[config.mk]
export PLATFORM = sky130hd
export DESIGN_NAME = iic_req_arbiter
export DESIGN_NICKNAME = d
export VERILOG_FILES = /design/src/rtl/iic_pkg.sv /design/src/rtl/iic_done_sync.sv /design/src/rtl/iic_req_arbiter.sv
export SDC_FILE = /design/constraint.sdc
export NUM_CORES = 1
export LEC_CHECK = 0
export CAP_MARGIN = 5
export CORE_MARGIN = 10
export CORE_UTILIZATION = 46
export CTS_CLUSTER_SIZE = 24
export DETAILED_ROUTE_END_ITERATION = 10
export PLACE_DENSITY = 0.86
export SETUP_SLACK_MARGIN = 0.02
export SLEW_MARGIN = 20
export SYNTH_ARGS = -nofsm -noshare
export SYNTH_HDL_FRONTEND = slang
export SYNTH_HIERARCHICAL = 1
export SYNTH_SLANG_ARGS = --single-unit
[constraint.sdc]
create_clock -name clk -period 2.8 [get_ports clk]
set_clock_uncertainty 0.15 [all_clocks]
set_input_delay 0.28 -clock clk [delete_from_list [all_inputs] [get_ports clk]]
set_output_delay 0.28 -clock clk [all_outputs]
set_load 0.02 [all_outputs]
[src/rtl/iic_pkg.sv]
// Shared definitions for the IIC_CORE request arbiter.
package iic_pkg;

   // Arbiter FSM states
   typedef enum logic [1:0] {
      ST_IDLE    = 2'd0,
      ST_ISSUE   = 2'd1,
      ST_BUSY    = 2'd2,
      ST_WR_HOLD = 2'd3
   } arb_state_t;

   // EEPROM device constants
   localparam logic [6:0]  EEPROM_DEV_ADDR = 7'b1010000;
   localparam int unsigned EEPROM_ADDR_W   = 13;

   // Default timing constants in clk cycles
   localparam int unsigned WR_WAIT_DEF     = 200000;
   localparam int unsigned TIMEOUT_CYC_DEF = 1000000;

endpackage

[src/rtl/iic_done_sync.sv]
// Two-flop synchroniser for IIC_CORE done plus rising-edge detector.
// Stages reset to 1 so a done level left over from an aborted transaction
// cannot appear as a fresh edge after reset.
module iic_done_sync
   import iic_pkg::*;
(
   input  logic clk,
   input  logic rst_n,
   input  logic core_done,
   output logic done_s_rise
);

   logic r_meta;
   logic r_done_s;
   logic r_done_d;

   // Synchronise core_done and keep one delayed copy for edge detection
   always_ff @(posedge clk or negedge rst_n) begin
      if (!rst_n) begin
         r_meta   <= 1'b1;
         r_done_s <= 1'b1;
         r_done_d <= 1'b1;
      end else begin
         r_meta   <= core_done;
         r_done_s <= r_meta;
         r_done_d <= r_done_s;
      end
   end

   assign done_s_rise = r_done_s & ~r_done_d;

endmodule

[src/rtl/iic_req_arbiter.sv]
// Round-robin scheduler of two requesters onto the shared IIC_CORE EEPROM engine.
// Optional feature macro: IIC_ARB_TIMEOUT_EN (done watchdog in BUSY, drives err_o).
module iic_req_arbiter
   import iic_pkg::*;
#(
   parameter int unsigned ADDR_W      = EEPROM_ADDR_W,
   parameter int unsigned WR_WAIT     = WR_WAIT_DEF,
   parameter int unsigned TIMEOUT_CYC = TIMEOUT_CYC_DEF
) (
   input  logic              clk,
   input  logic              rst_n,
   input  logic [1:0]        req_i,
   input  logic [1:0]        we_i,
   input  logic [ADDR_W-1:0] addr0_i,
   input  logic [ADDR_W-1:0] addr1_i,
   input  logic [7:0]        wdata0_i,
   input  logic [7:0]        wdata1_i,
   output logic [1:0]        gnt_o,
   output logic [1:0]        done_o,
   output logic [7:0]        rdata_o,
   output logic              err_o,
   output logic              core_wr_en,
   output logic              core_re_en,
   output logic [ADDR_W-1:0] core_addr,
   output logic [7:0]        core_wdata,
   input  logic [7:0]        core_rdata,
   input  logic              core_done
);

   localparam int unsigned     HOLD_W    = $clog2(WR_WAIT + 1);
   localparam logic [HOLD_W-1:0] HOLD_LAST = HOLD_W'(WR_WAIT - 1);

   arb_state_t        r_state,  w_state_nxt;
   logic              r_win,    w_win_nxt;
   logic              r_we,     w_we_nxt;
   logic              r_last,   w_last_nxt;
   logic [HOLD_W-1:0] r_hold,   w_hold_nxt;
   logic [1:0]        r_gnt,    w_gnt_nxt;
   logic [1:0]        r_done,   w_done_nxt;
   logic [7:0]        r_rdata,  w_rdata_nxt;
   logic              r_wr_en,  w_wr_en_nxt;
   logic              r_re_en,  w_re_en_nxt;
   logic [ADDR_W-1:0] r_addr,   w_addr_nxt;
   logic [7:0]        r_wdata,  w_wdata_nxt;
   logic              w_done_rise;
   logic              w_pick;

`ifdef IIC_ARB_TIMEOUT_EN
   localparam int unsigned   TO_W    = $clog2(TIMEOUT_CYC + 1);
   localparam logic [TO_W-1:0] TO_LAST = TO_W'(TIMEOUT_CYC - 1);
   logic [TO_W-1:0] r_to_cnt, w_to_cnt_nxt;
   logic            r_err,    w_err_nxt;
`else
   logic            w_unused_to;
   assign w_unused_to = |32'(TIMEOUT_CYC);
`endif

   iic_done_sync u_done_sync (
      .clk         (clk),
      .rst_n       (rst_n),
      .core_done   (core_done),
      .done_s_rise (w_done_rise)
   );

   // Winner: the sole requester, or the one not granted last under contention
   assign w_pick = (req_i == 2'b11) ? ~r_last : req_i[1];

   // State and registered-output update
   always_ff @(posedge clk or negedge rst_n) begin
      if (!rst_n) begin
         r_state <= ST_IDLE;
         r_win   <= 1'b0;
         r_we    <= 1'b0;
         r_last  <= 1'b1;
         r_hold  <= '0;
         r_gnt   <= '0;
         r_done  <= '0;
         r_rdata <= '0;
         r_wr_en <= 1'b0;
         r_re_en <= 1'b0;
         r_addr  <= '0;
         r_wdata <= '0;
`ifdef IIC_ARB_TIMEOUT_EN
         r_to_cnt <= '0;
         r_err    <= 1'b0;
`endif
      end else begin
         r_state <= w_state_nxt;
         r_win   <= w_win_nxt;
         r_we    <= w_we_nxt;
         r_last  <= w_last_nxt;
         r_hold  <= w_hold_nxt;
         r_gnt   <= w_gnt_nxt;
         r_done  <= w_done_nxt;
         r_rdata <= w_rdata_nxt;
         r_wr_en <= w_wr_en_nxt;
         r_re_en <= w_re_en_nxt;
         r_addr  <= w_addr_nxt;
         r_wdata <= w_wdata_nxt;
`ifdef IIC_ARB_TIMEOUT_EN
         r_to_cnt <= w_to_cnt_nxt;
         r_err    <= w_err_nxt;
`endif
      end
   end

   // Next-state and next-output decode
   always_comb begin
      w_state_nxt = r_state;
      w_win_nxt   = r_win;
      w_we_nxt    = r_we;
      w_last_nxt  = r_last;
      w_hold_nxt  = r_hold;
      w_gnt_nxt   = r_gnt;
      w_done_nxt  = '0;
      w_rdata_nxt = r_rdata;
      w_wr_en_nxt = 1'b0;
      w_re_en_nxt = 1'b0;
      w_addr_nxt  = r_addr;
      w_wdata_nxt = r_wdata;
`ifdef IIC_ARB_TIMEOUT_EN
      w_to_cnt_nxt = r_to_cnt;
      w_err_nxt    = 1'b0;
`endif

      case (r_state)
         ST_IDLE: begin
            if (|req_i) begin
               w_win_nxt   = w_pick;
               w_we_nxt    = we_i[w_pick];
               w_addr_nxt  = w_pick ? addr1_i  : addr0_i;
               w_wdata_nxt = w_pick ? wdata1_i : wdata0_i;
               w_gnt_nxt   = w_pick ? 2'b10 : 2'b01;
               w_state_nxt = ST_ISSUE;
            end
         end

         ST_ISSUE: begin
            w_wr_en_nxt = r_we;
            w_re_en_nxt = ~r_we;
`ifdef IIC_ARB_TIMEOUT_EN
            w_to_cnt_nxt = '0;
`endif
            w_state_nxt = ST_BUSY;
         end

         ST_BUSY: begin
            if (w_done_rise) begin
               if (!r_we) begin
                  w_rdata_nxt = core_rdata;
               end
               w_done_nxt[r_win] = 1'b1;
               w_gnt_nxt   = '0;
               w_last_nxt  = r_win;
               w_addr_nxt  = '0;
               w_wdata_nxt = '0;
               w_hold_nxt  = '0;
               w_state_nxt = r_we ? ST_WR_HOLD : ST_IDLE;
            end
`ifdef IIC_ARB_TIMEOUT_EN
            else if (r_to_cnt == TO_LAST) begin
               w_done_nxt[r_win] = 1'b1;
               w_err_nxt   = 1'b1;
               w_gnt_nxt   = '0;
               w_last_nxt  = r_win;
               w_addr_nxt  = '0;
               w_wdata_nxt = '0;
               w_state_nxt = ST_IDLE;
            end else begin
               w_to_cnt_nxt = r_to_cnt + TO_W'(1);
            end
`endif
         end

         ST_WR_HOLD: begin
            if (r_hold == HOLD_LAST) begin
               w_state_nxt = ST_IDLE;
            end else begin
               w_hold_nxt = r_hold + HOLD_W'(1);
            end
         end

         default: begin
            w_state_nxt = ST_IDLE;
         end
      endcase
   end

   assign gnt_o      = r_gnt;
   assign done_o     = r_done;
   assign rdata_o    = r_rdata;
   assign core_wr_en = r_wr_en;
   assign core_re_en = r_re_en;
   assign core_addr  = r_addr;
   assign core_wdata = r_wdata;
`ifdef IIC_ARB_TIMEOUT_EN
   assign err_o      = r_err;
`else
   assign err_o      = 1'b0;
`endif

endmodule

# == Word-level counts from Yosys, hierarchy flattened ==
# Cells that the tools add are included.
# word_totals
reg_bits,61
word_cells,72
out_inout_bits,36
inputBits,57
# classes
n_lt_le_gt_ge,3
n_mux,29
n_eq_ne,9
reduce_logical,11
n_addsub,1
n_bitwise,4
# op_table
operator,count
$mux W13,3
$mux W18,2
$pmux W18 S2,1
$pmux W13 S2,1
$mux W8,3
$add A18 B1 Y18 const B,1
$eq A18 B18 Y1 const B,1
$mux W2,9
$pmux W8 S2,1
$reduce_and A3 Y1,4
$pmux W2 S4,1
$eq A2 B2 Y1 const B,3
$mux W1,6
$ne A2 B2 Y1 const B,3
$lt A1 B2 Y1 const B,2
$pmux W2 S2,1
$reduce_and A2 Y1,2
$reduce_bool A2 Y1,2
$not A1 Y1,3
$eq A2 B1 Y1 const B,1
$logic_not A2 Y1,1
$ne A2 B1 Y1 const B,1
$reduce_or A2 Y1,1
$and A1 B1 Y1,1
3 further kinds,3

# == Longest topological paths before layout ==
# Gate-level depths: netlist of run 1.
# logic_depth
ltp_word,6
depth_mapped,8
mapped_depth_nobuf,6

# == Cells and area by module ==
# Netlist of run 1, hierarchy kept.
# by_module_without_submodules
mod,cells_per_inst,n_inst,seq_area_each_um2,area_per_inst_um2
iic_req_arbiter,265,1,1452.6,2726.4
iic_done_sync,4,1,78.8,92.6

# == Worst setup path before layout of run 1 ==
# No wires, ideal clock.
# synth_path
path_type,reg-to-reg
from,register r_hold[0]
to,register r_hold[13]
path_buffers,1
arrival_ns,1.723
period_less_slack_ns,1.999
slack_ns,0.801
required_time_ns,2.524
path_stages_with_launch,8
setup_time_ns,0.126
cell_sequence,dfrtp_1 > ha_1 > and3_1 > nand3_1 > o21ai_2 > and2_1 > buf_2 > a221o_1
# synth_between
elab_chain_cells,3
elab_cells_between_ends,6
classes_between,add/sub: 1; eq/ne: 2; mux: 2; reduce/logical: 1
# synth_lines
element,line_no,source
from (decl),iic_req_arbiter.sv:37,"logic [HOLD_W-1:0] r_hold, w_hold_nxt;"
from (signal assigned),iic_req_arbiter.sv:92,r_hold <= w_hold_nxt;
$add A18 B1 Y18 / $eq A18 B18 Y1 (equally long branches),"iic_req_arbiter.sv:179, iic_req_arbiter.sv:176",
$mux W18 / $ne A2 B2 Y1 (equally long branches),n/a,
$pmux W18 S2 / $reduce_and A3 Y1 (equally long branches),n/a,
# Parallel ways exist; a longest one is shown, timed or not. The select of a mux whose other input is x is not followed.
# A chain may end at the register's enable or synchronous reset.

# == Final worst setup path of run 1 ==
# layout_path
from,register r_state[1]
to,register r_hold[11]
# layout_between
elab_chain_cells,3
elab_cells_between_ends,7
classes_between,eq/ne: 4; mux: 1; reduce/logical: 2
# layout_lines
element,line_no,source
from (decl),iic_req_arbiter.sv:33,"arb_state_t r_state, w_state_nxt;"
from (signal assigned),iic_req_arbiter.sv:88,r_state <= w_state_nxt;
$eq A2 B2 Y1,iic_req_arbiter.sv:126,case (r_state)
$ne A2 B2 Y1 (no line) (tied with other cells),n/a,
$reduce_and A3 Y1 (no line),n/a,
# Parallel ways exist; a longest one is shown, timed or not.

==> results of run 1 <==
-- area by class of cell --
| class | count | area [µm²] | share of cell area, % |
|---|---|---|---|
| Timing Repair Buffer | 95 | 951 | 23.9 |
| Clock buffer | 13 | 149 | 3.74 |
| Sequential cell | 61 | 1530 | 38.5 |
| Clock inverter | 3 | 21.3 | 0.535 |
| Inverter | 3 | 11.3 | 0.283 |
| Multi-Input combinational cell | 191 | 1220 | 30.7 |
| Tap cell | 75 | 93.8 | 2.36 |
-- kinds of logic after synthesis --
family | Yosys count | synth area share (%)
DFF | 61 | 54.3
buffers and inverters | 17 | 2.93
muxes | 30 | 11.0
other | 1 | 0.133
adders and majority gates | 1 | 0.444
AOI/OAI and AO/OA | 58 | 12.7
and+or+nand+nor | 101 | 18.5
-- cell usage after synthesis (2+ instances only) --
library cell	n	area, µm²
sky130_fd_sc_hd__nand4_1	3	18.8
sky130_fd_sc_hd__buf_2	6	30.0
sky130_fd_sc_hd__nor2_1	14	52.6
sky130_fd_sc_hd__a22o_1	2	17.5
sky130_fd_sc_hd__a221o_1	3	30.0
sky130_fd_sc_hd__inv_1	3	11.3
sky130_fd_sc_hd__nand2_1	38	143
sky130_fd_sc_hd__and2_1	4	25.0
sky130_fd_sc_hd__and3b_1	2	17.5
sky130_fd_sc_hd__o21ai_1	29	145
sky130_fd_sc_hd__dfrtp_1	57	1430
sky130_fd_sc_hd__nor3b_1	2	15.0
sky130_fd_sc_hd__and4_1	2	17.5
sky130_fd_sc_hd__nor3_1	8	40.0
sky130_fd_sc_hd__dfstp_2	4	105
sky130_fd_sc_hd__mux2_1	8	90.1
sky130_fd_sc_hd__and3_1	4	25.0
sky130_fd_sc_hd__a31oi_1	5	31.3
sky130_fd_sc_hd__mux2i_1	22	220
sky130_fd_sc_hd__nand3_1	12	60.1
sky130_fd_sc_hd__a211o_1	5	43.8
sky130_fd_sc_hd__a21oi_1	5	25.0
sky130_fd_sc_hd__clkbuf_1	6	22.5
sky130_fd_sc_hd__o21ai_0	3	15.0
-- sequential cells by signal, summed over array words and instances, names as in the netlist --
| name | flops |
|---|---|
| done_o | 2 |
| u_done_sync/r_done_s | 1 |
| r_we | 1 |
| core_wdata | 8 |
| r_last | 1 |
| core_re_en | 1 |
| r_state | 2 |
| gnt_o | 2 |
| u_done_sync/r_done_d | 1 |
| r_win | 1 |
| core_addr | 13 |
| core_wr_en | 1 |
| rdata_o | 8 |
| u_done_sync/r_meta | 1 |
| r_hold | 18 |
-- critical path, delay by kind of cell (launching register included) --
kind	cells	cell delay [ns]
AOI/OAI and AO/OA	2	0.62
DFF	1	0.46
and+or+nand+nor	2	0.85
-- worst max-delay path by stage --
stage | startpoint | endpoint | cells past startpoint
finish | r_state[1]$_DFFE_PN0P_ | r_hold[11]$_DFFE_PN0P_ | 4
global route | r_hold[0]$_DFFE_PN0P_ | r_hold[13]$_DFFE_PN0P_ | 6
CTS | u_done_sync/r_done_d$_DFF_PN1_ | gnt_o[0]$_DFFE_PN0P_ | 5
detailed placement | r_hold[0]$_DFFE_PN0P_ | r_hold[11]$_DFFE_PN0P_ | 6
global placement | r_hold[0]$_DFFE_PN0P_ | r_hold[13]$_DFFE_PN0P_ | 6
floorplan | r_hold[0]$_DFFE_PN0P_ | r_hold[13]$_DFFE_PN0P_ | 7
-- per-layer routing --
layer | track usage, % | vias up | wire length [µm]
met5 | 0 | - | 0
met4 | 4.96 | 0 | 97
met3 | 10.6 | 13 | 1120
met2 | 23.4 | 139 | 3360
met1 | 16.7 | 1140 | 2820
li1 | - | 1148 | -
-- power groups by stage --
stage | Clock [mW] | Sequential (mW) | Combinational, mW
2_1_floorplan | 0 | 1.50 | 0.588
3_3_place_gp | 0 | 1.30 | 1.35
3_5_place_dp | 0 | 1.32 | 1.38
4_1_cts | 0.692 | 1.31 | 1.38
5_1_grt | 0.731 | 1.33 | 1.50
6_report | 0.680 | 1.30 | 1.36
-- metrics by stage --
step	hold WS (ns)	instance area, µm²	total power [mW]	std cells
floorplan	-0.166	2820	2.09	269
global placement	0.151	3800	2.65	424
detailed placement	0.160	3800	2.70	424
CTS	0.186	3980	3.38	441
global route	0.175	3980	3.57	441
finish	0.195	3980	3.34	441
==> results.md, run 1 <==
Run status:
- The run finished with clean final reports.

Finish:
- The area growth from synthesis to layout is 41.1%.
- The number of antenna diodes in the final layout is 0.
- The number of nets in the finished design is ~420.
- The library cells used most frequently in the layout, excluding fill and tap cells, are sky130_fd_sc_hd__clkdlybuf4s50_1 (90), sky130_fd_sc_hd__dfrtp_1 (57), sky130_fd_sc_hd__nand2_1 (38).
- The core occupancy in the finished layout is 67.2%.
- Of the cells placed in the final design, the portion with a size suffix greater than 1 is roughly 7.7%.
- Counting the fill cells in the layout gives 427.
- The commonest non-fill, non-tap cell in the layout is sky130_fd_sc_hd__clkdlybuf4s50_1.

Floorplan:
- The floorplan step defined a die boundary enclosing just under 10,000 µm².
- The floorplan has 28 rows.
- The placeable core region is 5920 µm².
- The initial utilization of the core area, before any placement, comes to a little under half.
- The top-level I/O count is slightly above 90.
- In this run the vertical extent of the chip is 98.3 µm.
- Measured along the x axis, the die boundary spans slightly below 100 µm.

Worst setup path:
- In this design, the stage delay of the slowest critical-path cell is 0.53 ns.
- For the worst setup path, the data arrival time is around 2.3 ns.
- The signal on the critical path passes through and2_1 > o21ai_2 > and2_1 > a221o_1.
- The count of cells along the worst register-to-register path is 4.
- The most prevalent standard cell on the critical path is sky130_fd_sc_hd__and2_1.
- The critical path's slowest cell is sky130_fd_sc_hd__and2_1.
- The startpoint of the lowest-slack register-to-register path is r_state[1]$_DFFE_PN0P_.
- The category of the critical setup timing path is register to register.
- The kind of launch point of the worst setup path is a register.
- The worst setup path is captured at a register.
- The setup check on the worst reg-to-reg path leaves a slack of slightly above 0.6 ns.
- In this run the critical register-to-register path is captured at r_hold[11]$_DFFE_PN0P_.
- The highest fanout seen on the critical path is 17.
- The required time at the endpoint of the critical path is about 2.9 ns.

Pwr:
- In this run, the clock network consumes around 20% of the power.
- The ratio of total power to cell area is roughly 840 nW/µm².
- The combinational cell fraction of total power is a little over 40%.
- The analysis attributes to net switching a power of around 1.3 mW.
- The portion of total power attributed to sequential cells is between 30% and 40%.
- The leakage dissipation is 1.77 nW.
- The worst vdd rail ir drop is roughly 0.58 mV.
- The design internal power is roughly 2.1 mW.
- The switching power as a share of total power is 37.5%.

Clock network:
- The count of clock tree sinks is slightly above 60.
- The later-pin clock latency in the skew report is 0.34 ns.
- The root cell of the clock tree is sky130_fd_sc_hd__clkbuf_8.
- The number of hold buffers added after CTS was 1.
- The number of setup buffers added after CTS is 0.
- The clock-pin transition on the worst setup and hold timing paths is about 0.070 ns.
- The number of instances resized during post-cts repair is 0.
- In this run the number of H-tree levels came out at 3.
- TritonCTS created 9 clock buffers.
- TritonCTS built the clock tree.
- The maximum buffer depth of the clock tree is 2.

Drt:
- Detailed routing inserted a total of roughly 2,400 vias.
- Once detail routing completed, the nets flagged for antenna violations numbered 0.
- The detail-routed via count per cell is 5.53.
- The total wire length is around 7.4 mm.
- In the final routed layout, each cell accounts on average for around 17 µm.
- The number of DRC violations after detailed routing is 0.
- The first detailed-routing pass ran for 4 iterations.
- The detailed router finished its first iteration with roughly 180 violations.

Timing:
- Setup repair after global routing left no endpoint under its margin.
- The total setup violations reported at the end of the flow is 0.
- The final-report hold violation count is 0.
- At the pin with the least slew margin, the transition time is roughly 0.77 ns.
- After layout, the worst path uses approximately four fifths of the clock period.
- The number of slew-limit violations in the final report is 0.
- The minimum period implied by the final worst setup slack is between 2 and 2.5 ns.
- The worst path meets setup with ~0.61 ns of slack.
- In this run the tightest slew margin relative to its limit is approximately 49%.
- For the final routed database, the setup TNS stands at 0 ns.
- The highest achievable clock rate is roughly 0.46 GHz.

Yosys:
- During synthesis, Yosys emitted a total of 6 warnings.
- Yosys mapped the design onto 46 distinct sky130hd cell types.
- The synthesized area per cell is between 10 and 15 µm².
- After synthesis the cells add up to about 2800 µm².
- The cell count after synthesis came out at 269.
- The synthesized design contains about 60 register bits.
- The flip-flop cell with the highest count after synthesis is sky130_fd_sc_hd__dfrtp_1.
- The net count of the mapped netlist is ~330.
- The share of the Yosys chip area taken by registers is between 50% and 60%.
- The number of flops mapped to enable cells by yosys is 0.
- The async set-or-reset flop fraction in the synthesized netlist is 100%.

Global route:
- The first global-routing pass estimated ~12 mm of wire.
- The pin count of the biggest net entering global routing is 39.
- The total overflow left after global routing is 0.
- The via count of the first global-routing pass is between 2,000 and 3,000.
- The initial antenna violation count was 0.
- For this run, the total global-route usage over all layers was measured as between 10% and 20%.

Placement:
- The number of input and output port buffers inserted is between 90 and 100.
- At the placement stage, the worst setup path has a slack of 0.632 ns.
- The HPWL after detailed placement is ~5.5 mm.
- The congestion estimate from routability-driven global placement came to between 0.8 and 0.9.

Worst hold path:
- The startpoint of the most critical hold path is core_done.
- The cell depth of the worst min-delay path is 1.
- The min-delay analysis places its worst path in the category input pin to register.
- The worst hold path endpoint is u_done_sync/r_meta$_DFF_PN1_.

Flow run:
- The number of maximum-capacitance violations is 0.
No activity file was read; power rests on OpenSTA's default activity.
==> run 2, diff against run 1 <==
- clock period: 2.8 -> 2.24 ns (I/O delays scaled with it)
==> run 2 against run 1 <==
- via count grew 1.3%
- global-route usage up 1.2 points
- total power grew 33%
- fmax increased by 3.2%
- clock power up 50%
- critical path depth increased by 2
- sequential power up 26%
- sequential share of layout area shrank 0.76 points
- clock-buffer cell count is the same
- worst hold slack got worse by 0.12 ns
- combinational power rose by 31%
- utilization rose by 1.4 points
- largest power group unchanged
==> results.md, run 2 (synthesized netlist as in run 1, its figures left out) <==
Finish:
- The top cell types in the final layout, fill and taps aside, are sky130_fd_sc_hd__clkdlybuf4s50_1 (90), sky130_fd_sc_hd__dfrtp_1 (57), sky130_fd_sc_hd__nand2_1 (38).
- In the final layout, the share of cells above drive strength 1 is 9.46%.
- The layout has around 430 filler cells.
- The area growth from synthesis to layout is 43.9%.
- The number of antenna diodes in the final layout is 0.
- The commonest non-fill, non-tap cell in the layout is sky130_fd_sc_hd__clkdlybuf4s50_1.
- The number of nets in the finished design is 423.
- The largest register by flop count is r_hold.
- The register with the most flip-flops in the layout has 18 of them.

Floorplan:
- slightly above 90 I/O pins were placed.
- The die outline height is 98.3 µm.
- The site row count is 28.
- Once the floorplan was initialized, standard cells occupied roughly 48% of the core.
- The core region is 5920 µm².
- The die outline width is a little under 100 µm.
- The floorplan step defined a die boundary enclosing roughly 9700 µm².

Drt:
- Detailed routing inserted a total of 2,471 vias.
- The remaining number of nets flagged by the antenna check after routing is 0.
- Summed over all layers, the routed wires come to between 7 and 8 mm.
- The detail-routed via count per cell is ~5.6.
- The DRC violation total after the first TritonRoute iteration is 173.
- The number of DRC violations after detailed routing is 0.
- The final routed wire length divided by cell count is between 15 and 20 µm.
- The first detailed-routing pass took 5 iterations.

Worst setup path:
- The critical path's slowest cell is sky130_fd_sc_hd__dfrtp_1.
- Traced cell by cell, the critical path runs through ha_1 > and3_1 > nand3_1 > o21ai_4 > and2_2 > a221o_1.
- The signal arrival time at the worst endpoint is about 2.2 ns.
- The element type at the critical path end is a register.
- On the critical path the largest part of the delay comes from simple AND/OR/NAND/NOR gates.
- The count of cells along the worst register-to-register path is 6.
- The startpoint of the lowest-slack register-to-register path is r_hold[0]$_DFFE_PN0P_.
- The peak per-stage delay on the critical path is 0.42 ns.
- In this run the register-to-register setup slack is roughly 0.12 ns.
- The highest fanout seen on the critical path is 9.
- The category of the critical setup timing path is register to register.
- For the worst setup path, the data required time is between 2 and 2.5 ns.
- In this run the critical register-to-register path is captured at r_hold[13]$_DFFE_PN0P_.
- Together, buffers and inverters on the worst path number 0.
- The worst setup path is launched from a register.

Timing:
- Of the available clock period, the critical path in the final layout requires about 95%.
- The number of slew-limit violations in the final report is 0.
- The highest achievable clock rate is between 0.4 and 0.5 GHz.
- The worst slew margin relative to its limit is a little under half.
- Setup violations remaining at the end of the flow were counted as 0.
- The final-report hold violation count is 0.
- At the pin with the least slew margin, the transition time is around 0.8 ns.
- Setup repair after global routing left no endpoint under its margin.
- The minimum period implied by the final worst setup slack is roughly 2.1 ns.
- Adding up every negative setup slack in the final design gives 0 ns.

Global route:
- Entering global routing, the biggest net connects 32 pins.
- The first global-routing pass estimated around 13 mm of wire.
- The total routing resource utilization after global routing is about 17%.
- The initial antenna violation count is 0.
- The via count of the first global-routing pass is 2,684.
- The global route total overflow is 0.

Clock network:
- The clock drives 61 sinks.
- The maximum buffer depth of the clock tree is 2.
- The clock-pin transition on the worst setup and hold timing paths is approximately 0.07 ns.
- The TritonCTS clock tree is yes.
- The number of buffers inserted during clock tree synthesis is 9.
- For the worst-skew pair, the clock arrives at the later sink with an insertion delay of 0.34 ns.
- The count of H-tree levels built during CTS is 3.
- The root buffer cell chosen for the clock tree is sky130_fd_sc_hd__clkbuf_8.

Placement:
- The HPWL after detailed placement is approximately 5.8 mm.
- The weighted congestion reported at the end of routability-driven placement is between 0.8 and 0.9.
- The number of input and output port buffers inserted is 91.

Pwr:
- In this run the static leakage power is about 1.8 nW.
- In this run the power density over the cells is approximately 1100 nW/µm².
- The worst-case IR drop observed on VDD is between 0.6 and 0.7 mV.
- The total power after layout is 4.43 mW.

Worst hold path:
- The path category of the worst min-delay check is input pin to async pin.

Run status:
- The run finished with clean final reports.

Flow run:
- Max-cap violations in this run came to 0.
run 2: power breakdown:
part | total, mW | internal, mW | leakage, nW | switching, mW
Combinational | 1.78 | 0.796 | 0.918 | 0.982
Clock | 1.02 | 0.603 | 0.106 | 0.413
Sequential | 1.64 | 1.42 | 0.789 | 0.224
run 2: worst max-delay path by stage:
stage / start / to / slack [ns] / cells after the start
after floorplan: r_hold[0]$_DFFE_PN0P_ / r_hold[13]$_DFFE_PN0P_ / 0.24 / 7
after global placement: r_hold[0]$_DFFE_PN0P_ / r_hold[12]$_DFFE_PN0P_ / 0.20 / 6
after detailed placement: r_hold[0]$_DFFE_PN0P_ / r_hold[13]$_DFFE_PN0P_ / 0.10 / 6
after CTS: r_hold[0]$_DFFE_PN0P_ / r_hold[13]$_DFFE_PN0P_ / 0.07 / 6
after global routing: r_hold[0]$_DFFE_PN0P_ / r_hold[13]$_DFFE_PN0P_ / 0.04 / 6
final: r_hold[0]$_DFFE_PN0P_ / r_hold[13]$_DFFE_PN0P_ / 0.12 / 6
run 2: metrics by stage:
stage / util (%) / area [µm²] / worst slack, ns / std cells / hold slack, ns
2_1_floorplan: - / 2820 / 0.241 / 269 / -0.222
3_3_place_gp: 64.6 / 3830 / 0.198 / 428 / -0.117
3_5_place_dp: 64.6 / 3830 / 0.101 / 428 / -0.114
4_1_cts: 68.4 / 4050 / 0.0676 / 445 / 0.0683
5_1_grt: 68.5 / 4060 / 0.0431 / 445 / 0.0827
6_report: 68.5 / 4060 / 0.119 / 445 / 0.0755
run 2: area by class of cell:
class | instances | area [µm²] | share of cell area (%)
tap | 75 | 93.8 | 2.31
timing repair buffer | 99 | 981 | 24.2
inverter | 3 | 11.3 | 0.278
clock inverter | 3 | 42.5 | 1.05
clock buffer | 13 | 169 | 4.16
sequential | 61 | 1530 | 37.7
multi-input combinational | 191 | 1230 | 30.3
run 2: routing by layer:
layer	routed length (µm)	GRT usage [%]	vias up
met2	3640	25.5	122
met5	0	0	-
met1	3180	18.7	1172
met3	915	8.88	14
li1	-	-	1163
met4	160	7.39	0
run 2: timing repair:
item	in CTS	in global routing
hold buffers	1	0
endpoints found under the hold margin	57	0
setup endpoints to repair	0	8
buffers inserted	0	0
gates resized for setup	0	2
==> run 3, diff against run 2 <==
- GPL_TIMING_DRIVEN: not set -> 1
==> results of run 3 <==
Final layout, timing and power as in run 2 (identical DEF).
